**src/rtl/out_tx_fifo.sv**
```systemverilog
// Output-side FIFO and serializer for OUT results. Each 16-bit word is sent
// as two 8N1 frames on tx, low byte first, with no gap between the two frames.
module out_tx_fifo #(
  parameter int DEPTH        = 4,
  parameter int CLKS_PER_BIT = 16
) (
  input  logic                      clock,
  input  logic                      reset,
  input  logic                      wr_en,
  input  logic [15:0]               wr_data,
  output logic                      tx,
  output logic                      busy,
  output logic                      full,
  output logic [$clog2(DEPTH):0]    count,
  output logic                      overflow
);

  localparam int AW = $clog2(DEPTH);
  localparam int TW = $clog2(CLKS_PER_BIT);
  localparam logic [AW:0]   DEPTH_C  = (AW + 1)'(DEPTH);
  localparam logic [AW:0]   CNT_ONE  = (AW + 1)'(1);
  localparam logic [AW-1:0] PTR_ONE  = AW'(1);
  localparam logic [TW-1:0] BIT_LAST = TW'(CLKS_PER_BIT - 1);
  localparam logic [TW-1:0] TMR_ONE  = TW'(1);

  typedef enum logic [1:0] {IDLE, START, DATA, STOP} state_t;

  logic [15:0]   mem [DEPTH];
  logic [AW-1:0] wr_ptr;
  logic [AW-1:0] rd_ptr;
  logic [15:0]   head;
  logic          wr_ok;
  logic          pop;

  state_t        state;
  logic [TW-1:0] timer;
  logic [2:0]    bit_idx;
  logic          byte_idx;
  logic          bit_end;
  logic [7:0]    shift;
  logic [7:0]    hold_hi;

  assign full    = (count == DEPTH_C);
  assign head    = mem[rd_ptr];
  assign wr_ok   = wr_en && !full;
  assign pop     = (state == IDLE) && (count != '0);
  assign bit_end = (timer == BIT_LAST);

  // FIFO storage: contents are don't-care while count is zero
  always_ff @(posedge clock) begin
    if (wr_ok) begin
      mem[wr_ptr] <= wr_data;
    end
  end

  // FIFO control: a write seen while full is lost even if a pop frees a slot
  always_ff @(posedge clock or posedge reset) begin
    if (reset) begin
      wr_ptr   <= '0;
      rd_ptr   <= '0;
      count    <= '0;
      overflow <= 1'b0;
    end else begin
      if (wr_ok) begin
        wr_ptr <= wr_ptr + PTR_ONE;
      end
      if (pop) begin
        rd_ptr <= rd_ptr + PTR_ONE;
      end
      if (wr_en && full) begin
        overflow <= 1'b1;
      end
      case ({wr_ok, pop})
        2'b10:   count <= count + CNT_ONE;
        2'b01:   count <= count - CNT_ONE;
        default: count <= count;
      endcase
    end
  end

  // Serializer datapath: holds the in-flight word, no reset needed
  always_ff @(posedge clock) begin
    if (pop) begin
      hold_hi <= head[15:8];
      shift   <= head[7:0];
    end else if (state == DATA && bit_end && bit_idx != 3'd7) begin
      shift <= {1'b0, shift[7:1]};
    end else if (state == STOP && bit_end && !byte_idx) begin
      shift <= hold_hi;
    end
  end

  // Serializer FSM: tx and busy are registered alongside the state
  always_ff @(posedge clock or posedge reset) begin
    if (reset) begin
      state    <= IDLE;
      timer    <= '0;
      bit_idx  <= '0;
      byte_idx <= 1'b0;
      tx       <= 1'b1;
      busy     <= 1'b0;
    end else begin
      case (state)
        IDLE: begin
          timer <= '0;
          tx    <= 1'b1;
          busy  <= 1'b0;
          if (pop) begin
            state    <= START;
            byte_idx <= 1'b0;
            tx       <= 1'b0;
            busy     <= 1'b1;
          end
        end
        START: begin
          if (bit_end) begin
            state   <= DATA;
            timer   <= '0;
            bit_idx <= '0;
            tx      <= shift[0];
          end else begin
            timer <= timer + TMR_ONE;
          end
        end
        DATA: begin
          if (bit_end) begin
            timer <= '0;
            if (bit_idx == 3'd7) begin
              state <= STOP;
              tx    <= 1'b1;
            end else begin
              bit_idx <= bit_idx + 3'd1;
              tx      <= shift[1];
            end
          end else begin
            timer <= timer + TMR_ONE;
          end
        end
        STOP: begin
          if (bit_end) begin
            timer <= '0;
            if (!byte_idx) begin
              // high byte follows immediately, without passing through IDLE
              byte_idx <= 1'b1;
              state    <= START;
              tx       <= 1'b0;
            end else begin
              state <= IDLE;
              busy  <= 1'b0;
            end
          end else begin
            timer <= timer + TMR_ONE;
          end
        end
        default: begin
          state <= IDLE;
          timer <= '0;
          tx    <= 1'b1;
          busy  <= 1'b0;
        end
      endcase
    end
  end

endmodule

```
**config.mk**
```make
export PLATFORM = sky130hd
export DESIGN_NAME = out_tx_fifo
export DESIGN_NICKNAME = d
export VERILOG_FILES = /design/src/rtl/out_tx_fifo.sv
export SDC_FILE = /design/constraint.sdc
export NUM_CORES = 1
export LEC_CHECK = 0
export ABC_AREA = 1
export CAP_MARGIN = 20
export CORE_MARGIN = 2
export CORE_UTILIZATION = 45
export DETAILED_ROUTE_END_ITERATION = 10
export PLACE_DENSITY = 0.63
export SYNTH_ARGS = -nofsm -noshare
export SYNTH_HDL_FRONTEND = slang
export SYNTH_SLANG_ARGS = --single-unit
```
**constraint.sdc**
```tcl
create_clock -name clock -period 5.1 [get_ports clock]
set_input_delay 0.51 -clock clock [delete_from_list [all_inputs] [get_ports clock]]
set_output_delay 0.51 -clock clock [all_outputs]
set_load 0.02 [all_outputs]
```
==> results.json <==
{
  "synth_area_um2": 4260,
  "postCtsSetupRepairBufs": 0,
  "syn_inst": 371,
  "overflow": 0,
  "power_leakage_nw": 1.90,
  "instances_no_fill": 515,
  "place_congestion": 0.797,
  "clkLatencyLatePin_ns": 0.38,
  "path_clk_slew_ns": 0.11,
  "routed_wl_um": 7910,
  "relSlewSlack_pct": 30.5,
  "yosysTopAreaCellShare_pct": 56.4,
  "die_w_um": 101,
  "die_h_um": 101,
  "fin_area_um2": 4840,
  "cts_sinks": 100,
  "period_needed_ns": 2.69,
  "start_kind": "register",
  "post-place-ws_ns": 2.47,
  "cts_buffers": 9,
  "hold_viol": 0,
  "post_cts_resize_count": 0,
  "hold_class": "reg2reg",
  "r2r_slack_ns": 2.41,
  "wl_per_cell_um": 15.4,
  "n_antenna_cell": 0,
  "clockRootBuffer": "clkbuf_8",
  "cts_max_path_buffers": 2,
  "ys_warn_count": 0,
  "wl_met1_um": 3500,
  "dpl.cell_count": 498,
  "drcViolationCount": 0,
  "ys_types": 28,
  "place_area_um2": 4590,
  "grt_pass1_wl_um": 13300,
  "synth_seq_cells": 100,
  "power_mw": 1.89,
  "finalSetupViolations": 0,
  "rsz0062_at_grt": "false",
  "power_density_nw_per_um2": 390,
  "finalCritPeriodShare_pct": 52.8,
  "hold_buffers": 0,
  "drtPass1Iterations": 4,
  "wl_met3_um": 378,
  "worst-path-max-fanout": 18,
  "met2_length_um": 3890,
  "io_pins": 26,
  "arrival_ns": 3.00,
  "fin_setup_tns_ns": 0,
  "synth_top_area_cell": "edfxtp_1",
  "highest_layer": "met4",
  "whs_ns": 0.462,
  "peakVddDrop_mv": 0.200,
  "crit_required_ns": 5.41,
  "ys_top_cells_by_area": "edfxtp_1 (56%), dfrtp_1 (11%), nand2_1 (7.1%)",
  "fin_util_pct": 52.7,
  "track_usage_pct": 17.1,
  "critPathMaxStageDelay_ns": 0.45,
  "synthToLayoutAreaGrowth_pct": 13.8,
  "max_freq_mhz": 372,
  "cp_cell_sequence": "inv_1, ha_1, nand2_2, inv_2, ha_1, inv_1, fa_1, or2_2, nand2_1, xor2_1",
  "drtAntennaViolNets": 0,
  "ctsHtreeMaxLevel": 3,
  "cts_tree": "built",
  "slew_viol_final": 0,
  "drive_above_1_share_pct": 9.16,
  "cap_violations": 0,
  "syn-num-nets": 403,
  "async_flop_share_pct": 20.0,
  "dp_hpwl_um": 4950,
  "crit_slowest_cell": "dfrtp_1",
  "portBuffers": 25,
  "drtIter0Drc": 129,
  "row_count": 35,
  "clock_skew_ns": 0.0168,
  "dieArea_um2": 10300,
  "antenna_found_initial": 0,
  "ys_seq_area_share_pct": 68.2,
  "cp-end-kind": "register",
  "vias": 2665,
  "outcome": "finished clean",
  "synth_edf_count": 80,
  "grt_max_degree": 35,
  "critPathKind": "reg2reg",
  "timing.final.ws_setup_ns": 2.41,
  "syn_area_per_cell_um2": 11.5,
  "worst_slew_pin_slew_ns": 1.04,
  "nNetsFinal": 431,
  "core_um2": 9200,
  "start_util_pct": 46.3,
  "grt_pass1_vias": 2692,
  "vias_per_cell": 5.17,
  "synth_top_flop_cell": "edfxtp_1"
}
==> cells in the mapped netlist (3+ instances only) <==
library cell	count
xor2_1	3
buf_2	7
nor2_1	30
o21ai_0	21
a21oi_1	5
nand2_2	5
ha_1	12
o22ai_1	8
nand2_1	81
edfxtp_1	80
inv_2	3
dfrtp_1	19
nand3_1	42
inv_1	35
==> critical path: cells and delay by family, from the launching register on <==
kind / cells / cell delay (ns)
xor+xnor: 1 / 0.14
fa+ha+maj: 3 / 0.87
buf+inv: 3 / 0.55
flops: 1 / 0.45
simple gates: 3 / 0.61
==> worst paths after layout <==
check / from / endpoint / depth (start not counted)
max: state[0]$_DFFE_PP0P_ / count[2]$_DFFE_PP0P_ / 10
min: timer[0]$_DFF_PP0_ / timer[0]$_DFF_PP0_ / 1
max reg2reg: state[0]$_DFFE_PP0P_ / count[2]$_DFFE_PP0P_ / 10
min reg2reg: timer[0]$_DFF_PP0_ / timer[0]$_DFF_PP0_ / 1
max in group asynchronous: reset / bit_idx[2]$_DFFE_PP0P_ / 2
min in group asynchronous: reset / wr_ptr[1]$_DFFE_PP0P_ / 2
==> sequential cells by signal, summed over array words and instances, names as in the netlist <==
name      count
timer         4
mem          64
overflow      1
state         2
busy          1
shift         8
tx            1
bit_idx       3
rd_ptr        2
wr_ptr        2
byte_idx      1
count         3
hold_hi       8
==> final cells by class <==
class                           count  area, um2
Multi-Input combinational cell    221       1140
Inverter                           38        143
Timing Repair Buffer               29        300
Clock inverter                      7       97.6
Tap cell                          111        139
Clock buffer                        9        124
Fill cell                         813       4350
Sequential cell                   100       2900
==> cell families (layout without fill, tap and decap cells) <==
logic type	count (synthesis)	after routing	share of synthesized area [%]
AOI/OAI and AO/OA	38	38	4.85
and+or+nand+nor	166	166	17.0
adders and majority gates	13	13	4.00
DFF	100	100	68.2
buffers and inverters	50	83	5.17
xor gates and xnor gates	4	4	0.823
==> power by group <==
group / switching [mW] / internal, mW
Sequential: 0.0424 / 1.01
Combinational: 0.177 / 0.0990
Clock: 0.311 / 0.244
==> per-layer routing <==
metal	up-vias	GRT usage [%]
met5	-	0
met4	0	4.68
met3	13	5.04
met2	67	28.9
met1	1275	21.6
li1	1310	-
==> cells in the final DEF (no fill, tap or decap) <==
cell type	Yosys	layout
o21ai_1	2	2
ha_1	12	12
o22ai_1	8	8
nand3_1	42	42
inv_2	3	3
fa_1	1	1
clkinv_4	0	1
dfstp_2	1	1
dfrtp_1	19	19
nand4_1	2	2
o211ai_1	1	1
nor2_2	1	2
inv_1	35	35
nor2_1	30	29
xnor2_1	1	1
nand2_1	81	81
o21ai_0	21	21
a21oi_1	5	5
clkbuf_8	0	9
nand3_2	1	1
inv_8	0	3
a31o_2	1	1
nor2_4	2	2
bufinv_16	0	1
clkinv_8	0	1
edfxtp_1	80	80
buf_4	2	3
or2_2	2	2
nand2_2	5	5
xor2_1	3	3
inv_6	0	1
buf_16	0	1
clkdlybuf4s50_1	0	25
(Power assumes the default switching activity.)
